File: config.mk
export PLATFORM = sky130hd
export DESIGN_NAME = stopwatch_counter
export DESIGN_NICKNAME = d
export VERILOG_FILES = /design/src/rtl/stopwatch_pkg.sv /design/src/rtl/stopwatch_counter_button_edge.sv /design/src/rtl/stopwatch_counter.sv
export SDC_FILE = /design/constraint.sdc
export NUM_CORES = 1
export LEC_CHECK = 0
export BUFFER_PORTS_ARGS = -buffer_cell sky130_fd_sc_hd__clkbuf_2
export CAP_MARGIN = 5
export CORE_MARGIN = 4
export CORE_UTILIZATION = 56
export CTS_CLUSTER_SIZE = 12
export DETAILED_ROUTE_END_ITERATION = 8
export PLACE_DENSITY = 0.73
export SYNTH_ARGS = -nofsm -noshare
export SYNTH_HDL_FRONTEND = slang
export SYNTH_SLANG_ARGS = --single-unit
File: constraint.sdc
create_clock -name clk -period 3.6 [get_ports clk]
set_input_delay 0.9 -clock clk [delete_from_list [all_inputs] [get_ports clk]]
set_output_delay 0.9 -clock clk [all_outputs]
set_load 0.005 [all_outputs]
File: src/rtl/stopwatch_pkg.sv
// Shared types and constants for the stopwatch counter: FSM states and the
// count range (0 .. 59:59.99 in hundredths of a second).
package stopwatch_pkg;

    localparam int COUNT_W = 20;
    localparam logic [COUNT_W-1:0] MAX_COUNT = COUNT_W'(359999);

    typedef enum logic [1:0] {
        ST_IDLE    = 2'd0,
        ST_RUNNING = 2'd1,
        ST_PAUSED  = 2'd2,
        ST_LAP     = 2'd3
    } sw_state_t;

endpackage

File: src/rtl/stopwatch_counter_button_edge.sv
// Button front end: 2-flop synchronizer followed by a registered rising-edge
// pulse (3 clk from input rise to pulse).
module button_edge (
    input  logic clk,
    input  logic rst,
    input  logic btn,
    output logic pulse
);

    logic sync1;
    logic sync2;
    logic prev;
    logic valid1;
    logic valid2;
    logic armed;

    // armed is set only after sync2 has shown a real post-reset low, so a
    // button held through reset release never looks like a fresh press.
    always_ff @(posedge clk) begin
        if (rst) begin
            sync1  <= 1'b0;
            sync2  <= 1'b0;
            prev   <= 1'b0;
            valid1 <= 1'b0;
            valid2 <= 1'b0;
            armed  <= 1'b0;
            pulse  <= 1'b0;
        end else begin
            sync1  <= btn;
            sync2  <= sync1;
            prev   <= sync2;
            valid1 <= 1'b1;
            valid2 <= valid1;
            armed  <= armed | (valid2 & ~sync2);
            pulse  <= sync2 & ~prev & armed;
        end
    end

endmodule

File: src/rtl/stopwatch_counter.sv
// Stopwatch counting hundredths of a second with run/pause, lap freeze and
// clear, driven by three raw push-buttons.
//
//   state       | meaning
//   ------------+---------------------------------------------------
//   ST_IDLE     | cleared, waiting for start
//   ST_RUNNING  | counting, value shows live count
//   ST_PAUSED   | count and prescaler hold
//   ST_LAP      | counting continues, value shows held lap time
module stopwatch_counter
    import stopwatch_pkg::*;
#(
    parameter int unsigned CLK_HZ  = 50_000_000,
    parameter int unsigned TICK_HZ = 100
) (
    input  logic               clk,
    input  logic               rst,
    input  logic               start_stop,
    input  logic               lap,
    input  logic               clear,
    output logic [COUNT_W-1:0] value,
    output logic               running,
    output logic               frozen
);

    localparam int unsigned DIV = CLK_HZ / TICK_HZ;
    localparam int PW = (DIV > 1) ? $clog2(DIV) : 1;
    localparam logic [PW-1:0] PRESC_LAST = PW'(DIV - 1);

    logic ss_p;
    logic lap_p;
    logic clr_p;

    sw_state_t          state_q, state_d;
    logic [PW-1:0]      presc_q, presc_d;
    logic [COUNT_W-1:0] count_q, count_d;
    logic [COUNT_W-1:0] lap_q, lap_d;
    logic               counting;
    logic               tick;

    button_edge u_ss_edge (
        .clk   (clk),
        .rst   (rst),
        .btn   (start_stop),
        .pulse (ss_p)
    );

    button_edge u_lap_edge (
        .clk   (clk),
        .rst   (rst),
        .btn   (lap),
        .pulse (lap_p)
    );

    button_edge u_clr_edge (
        .clk   (clk),
        .rst   (rst),
        .btn   (clear),
        .pulse (clr_p)
    );

    // Tick comes from the current state, so a tick on the same cycle as a
    // pause request is still counted.
    always_comb begin
        counting = (state_q == ST_RUNNING) || (state_q == ST_LAP);
        tick     = counting && (presc_q == PRESC_LAST);
    end

    always_comb begin
        presc_d = presc_q;
        count_d = count_q;
        if (clr_p) begin
            presc_d = '0;
            count_d = '0;
        end else begin
            if (tick) begin
                presc_d = '0;
                count_d = (count_q == MAX_COUNT) ? '0 : count_q + 1'b1;
            end else if (counting) begin
                presc_d = presc_q + 1'b1;
            end
        end
    end

    // Clear beats everything; start_stop beats lap.
    always_comb begin
        state_d = state_q;
        lap_d   = lap_q;
        if (clr_p) begin
            state_d = ST_IDLE;
            lap_d   = '0;
        end else begin
            case (state_q)
                ST_IDLE: begin
                    if (ss_p) state_d = ST_RUNNING;
                end
                ST_RUNNING: begin
                    if (ss_p) begin
                        state_d = ST_PAUSED;
                    end else if (lap_p) begin
                        state_d = ST_LAP;
                        lap_d   = count_q;
                    end
                end
                ST_LAP: begin
                    if (ss_p) begin
                        state_d = ST_PAUSED;
                    end else if (lap_p) begin
                        state_d = ST_RUNNING;
                    end
                end
                ST_PAUSED: begin
                    if (ss_p) state_d = ST_RUNNING;
                end
                default: state_d = ST_IDLE;
            endcase
        end
    end

    always_ff @(posedge clk) begin
        if (rst) begin
            state_q <= ST_IDLE;
            presc_q <= '0;
            count_q <= '0;
            lap_q   <= '0;
            value   <= '0;
            running <= 1'b0;
            frozen  <= 1'b0;
        end else begin
            state_q <= state_d;
            presc_q <= presc_d;
            count_q <= count_d;
            lap_q   <= lap_d;
            value   <= (state_q == ST_LAP) ? lap_q : count_q;
            running <= (state_d == ST_RUNNING) || (state_d == ST_LAP);
            frozen  <= (state_d == ST_LAP);
        end
    end

endmodule

# Word level (Yosys, flattened, before mapping)
# Index checks and enable logic that the tools add are counted.
# totals
ff_bits	100
input_bits	5
out_inout_bits	22
wordCells	70
# classes
n_addsub	2
n_eq_ne	7
n_mux	10
n_bitwise	19
reduce_logical	8
# op_table
op	n
two-way mux 20 bit	2
adder 20 x 1 -> 20 bit (second input constant)	1
equality test 20 x 19 -> 1 bit (second input constant)	1
adder 19 x 1 -> 19 bit (second input constant)	1
equality test 19 bit (second input constant)	1
two-way mux 2 bit	6
bitwise AND 1 bit	9
inverter 1 bit	7
equality test 2 bit (second input constant)	3
one-hot mux 2 bit (3 select lines)	1
equality test 2 x 1 -> 1 bit (second input constant)	2
OR reduction 2 bit	2
bitwise OR 1 bit	3
AND reduction 3 bit	1
OR reduction 3 bit	1
logical NOT 2 bit	1
logical OR 1 bit	2
logical AND 1 bit	1
two-way mux 1 bit	1

# Longest topological paths before layout
# depth
ltp_word	6
depth_mapped	8

# By module
# From an unflattened synthesis, not the netlist that was laid out.
# unflattened
hier_cells	464
hier_area_um2	4042.6
# by_module_without_submodules
mod	instances	cells_per_inst	area_per_inst_um2	seq_area_each_um2
stopwatch_counter	1	416	3423.3	1641.6
button_edge	3	16	206.4	140.1

# Worst setup path after synthesis
# OpenSTA, ideal clock, no wires.
# synth_timing
kind	input port to flip-flop
startpoint	input port rst
endpoint	register count_q[5]
arrival_time_ns	2.185
setup_slack_ns	1.340
stages	6
path_buffers	2
cell_sequence	or2_2 buf_2 a41oi_4 clkbuf_1 o21ai_0 a31oi_1
# synth_between
elab_chain_cells	1
# synth_lines
element	line	source
start: declaration	stopwatch_counter.sv:17	input logic rst,
OR reduction 2 bit (no source line)	--	
end signal: assignment	stopwatch_counter.sv:132	count_q <= count_d;
end: declaration	stopwatch_counter.sv:36	logic [COUNT_W-1:0] count_q, count_d;
# Every way passes these cells.
# A chain may end at the register's enable or synchronous reset.

# Worst setup path after layout
# layout_timing
startpoint	register state_q[0]
endpoint	register count_q[18]
# layout_between
elab_chain_cells	3
elab_cells_between_ends	4
# layout_lines
element	line	source
start: declaration	stopwatch_counter.sv:34	sw_state_t state_q, state_d;
start signal: assignment	stopwatch_counter.sv:130	state_q <= state_d;
equality test 2 x 1 -> 1 bit / equality test 2 bit (equally long branches)	stopwatch_counter.sv:65	counting = (state_q == ST_RUNNING) || (state_q == ST_LAP);
logical OR 1 bit (*)	stopwatch_counter.sv:65	
logical AND 1 bit (*)	stopwatch_counter.sv:66	tick = counting && (presc_q == PRESC_LAST);
# Mark *: on every way between the ends. The rest lies on a longest branch, timed or not.

==> results.json <==
{
  "r2r_slack_ns": 0.98,
  "max_stage_delay_ns": 0.58,
  "n_fill_cell": 586,
  "drv_cap": 0,
  "initial_core_util_pct": 57.5,
  "die_w_um": 91.3,
  "hp-class": "register to register",
  "cp_max_fo": 20,
  "rsz0062_at_grt": "false",
  "wl_per_cell_um": 13.8,
  "dp_hpwl_um": 4790,
  "final-max-slew-violation-count": 0,
  "hold_start": "u_lap_edge.prev$_SDFF_PP0_",
  "tns_ns": 0,
  "drc_errors": 0,
  "postCtsResizedCells": 0,
  "grt_util_met3_pct": 2.73,
  "cts_setup_buffers": 0,
  "worstSetupPathType": "register to register",
  "timing.rr.end": "count_q[18]$_SDFFE_PP0P_",
  "antenna_found_initial": 0,
  "clock-sinks": 99,
  "grt_pass1_wl_um": 13200,
  "gp_congestion": 0.842,
  "power.density_nw_per_um2": 465,
  "syn-cell-area_um2": 3880,
  "fp.dieH_um": 91.3,
  "core_area_um2": 6760,
  "grt_pass1_vias": 2823,
  "final_util_pct": 63.1,
  "grt_start_max_net_pins": 39,
  "irDropWorstVdd_mv": 0.285,
  "fin_crit_ns": 2.62,
  "area_delta_synth_final_pct": 9.86,
  "crit_slowest_cell": "or2b_1",
  "critical_path.endpoint_type": "register",
  "hold_buffers": 0,
  "cts_root_buffer": "clkbuf_8",
  "place_area_um2": 4020,
  "syn_area_per_cell_um2": 8.65,
  "vias": 3049,
  "setup_violations": 0,
  "insertion_delay_ns": 0.35,
  "pin_count": 27,
  "yosysTopAreaCellShare_pct": 51.0,
  "synth_seq_area_share_pct": 51.0,
  "reg2reg_from": "state_q[0]$_SDFF_PP0_",
  "grt.met1_usage_pct": 26.6,
  "cp.required_ns": 3.81,
  "tightest_slew_ns": 0.878,
  "viasPerCell": 5.54,
  "finalCritPeriodShare_pct": 72.7,
  "finalHoldViolations": 0,
  "cp-start-kind": "register",
  "layout_commonest_cell": "nand2_1",
  "gr-total-overflow": 0,
  "numCtsBuffers": 9,
  "port_buffers": 26,
  "drt_pre_antenna_iters": 4,
  "p_leak_nw": 1.51,
  "insertedDiodeCount": 0,
  "wirelength_um": 7560,
  "cts.clk_slew.worst_paths_ns": 0.09,
  "drive_gt1_share_pct": 12.1,
  "core.rowCount": 30,
  "whs_endpoint": "u_lap_edge.pulse$_SDFF_PP0_",
  "critPathLaunch": "state_q[0]$_SDFF_PP0_",
  "drtIter0Drc": 195,
  "holdWs_ns": 0.391,
  "syn_inst": 449,
  "status": "completed",
  "grt.busiest_layer": "met2",
  "grt_usage_pct": 19.4,
  "cp.arrival_ns": 2.83,
  "whs_path_depth": 1,
  "ys_ff_latch": 99,
  "mostFrequentLayoutCells": "nand2_1, dfxtp_1, a21oi_1, nor2_1, clkbuf_2",
  "final_nets": 472,
  "synth_warnings": 0,
  "fmaxAchievable_mhz": 382,
  "cts_tree": "done",
  "clockBufferDepth": 2,
  "cp_cell_sequence": "nand3_1, nor4_4, buf_4, and2_1, or2b_1, a31oi_1",
  "dieArea_um2": 8330,
  "relSlewSlack_pct": 41.5,
  "synth_nets": 456,
  "htree_num_levels": 3,
  "synth_top_cell_by_area": "dfxtp_1",
  "synth_cell_types": 40,
  "stdcell_area_um2": 4270,
  "clock_skew_ns": 0.00841,
  "r2r_cells": 6,
  "ant_nets": 0,
  "use_met2_pct": 30.4,
  "synthTopCellsByArea": "dfxtp_1, nand2_1, a21oi_1"
}
==> layer usage <==
layer	routed length (um)	part of all wire [%]
met1	3610	48
met2	3420	45
met3	413	5.5
met4	124	1.6
met5	0	0
==> how the worst max path moves through the flow <==
stage / slack (ns) / endpoint / cells past startpoint
after floorplan: 1.34 / count_q[5]$_SDFFE_PP0P_ / 6
after global placement: 1.04 / count_q[14]$_SDFFE_PP0P_ / 6
after detailed placement: 0.95 / count_q[5]$_SDFFE_PP0P_ / 6
after CTS: 0.94 / count_q[5]$_SDFFE_PP0P_ / 6
after global routing: 0.68 / count_q[5]$_SDFFE_PP0P_ / 6
final: 0.98 / count_q[18]$_SDFFE_PP0P_ / 6
==> cell families (layout without fill, tap and decap cells) <==
group                      after synthesis  after routing  share of synthesized area (%)
AOI/OAI and AO/OA                       65             65                           10.7
xor gates and xnor gates                26             26                           5.87
adders and majority gates                2              2                          0.644
buffers and inverters                   29             50                           3.38
DFF                                     99             99                           51.0
muxes                                    2              2                          0.516
and+or+nand+nor                        226            226                           27.8
==> cells in the mapped netlist, drive strengths merged <==
library cell,number
buf,8
or3b,1
nand3,22
and4,3
a41oi,1
xor2,17
nand4,10
inv,5
and3,5
a21oi,47
xnor2,9
mux2i,2
dfxtp,99
or3,1
nand2b,7
nor2b,10
a31oi,6
or2,3
nor4,4
nor4b,4
clkbuf,16
nor2,42
nand3b,1
and2,5
o311ai,5
or2b,1
nor4bb,1
and4b,1
nand2,101
nor3,4
o21ai,6
ha,2
==> area by class of cell <==
cell class | instances | area [um2] | share of cell area (%)
Inverter | 5 | 18.8 | 0.440
Sequential cell | 99 | 1980 | 46.5
Clock buffer | 12 | 145 | 3.40
Timing Repair Buffer | 29 | 153 | 3.58
Clock inverter | 4 | 97.6 | 2.29
Tap cell | 80 | 100 | 2.35
Multi-Input combinational cell | 321 | 1770 | 41.5
==> critical path, delay by kind of cell (launching register included) <==
kind | cells | cell delay, ns
flip-flops | 1 | 0.56
AND/OR/NAND/NOR | 4 | 1.54
AO/OA/AOI/OAI | 1 | 0.17
buffers and inverters | 1 | 0.21
==> sequential cells by signal, indices dropped and copies added (netlist names), 2 cells and up <==
register and cells:
count_q 20, presc_q 19, state_q 2, value 20, lap_q 20
==> stage by stage <==
step / total power [W] / setup WS (ns) / std cells
finish: 0.00198 / 0.984 / 550
global route: 0.00206 / 0.683 / 550
detailed placement: 0.00117 / 0.951 / 534
CTS: 0.00200 / 0.936 / 550
global placement: 0.00117 / 1.04 / 534
floorplan: 0.00116 / 1.34 / 449
==> where the power goes <==
group          switching (W)  internal [W]
Sequential        0.00000325       0.00110
Clock               0.000360      0.000482
Combinational      0.0000272     0.0000103
No activity file was read; power rests on OpenSTA's default activity.
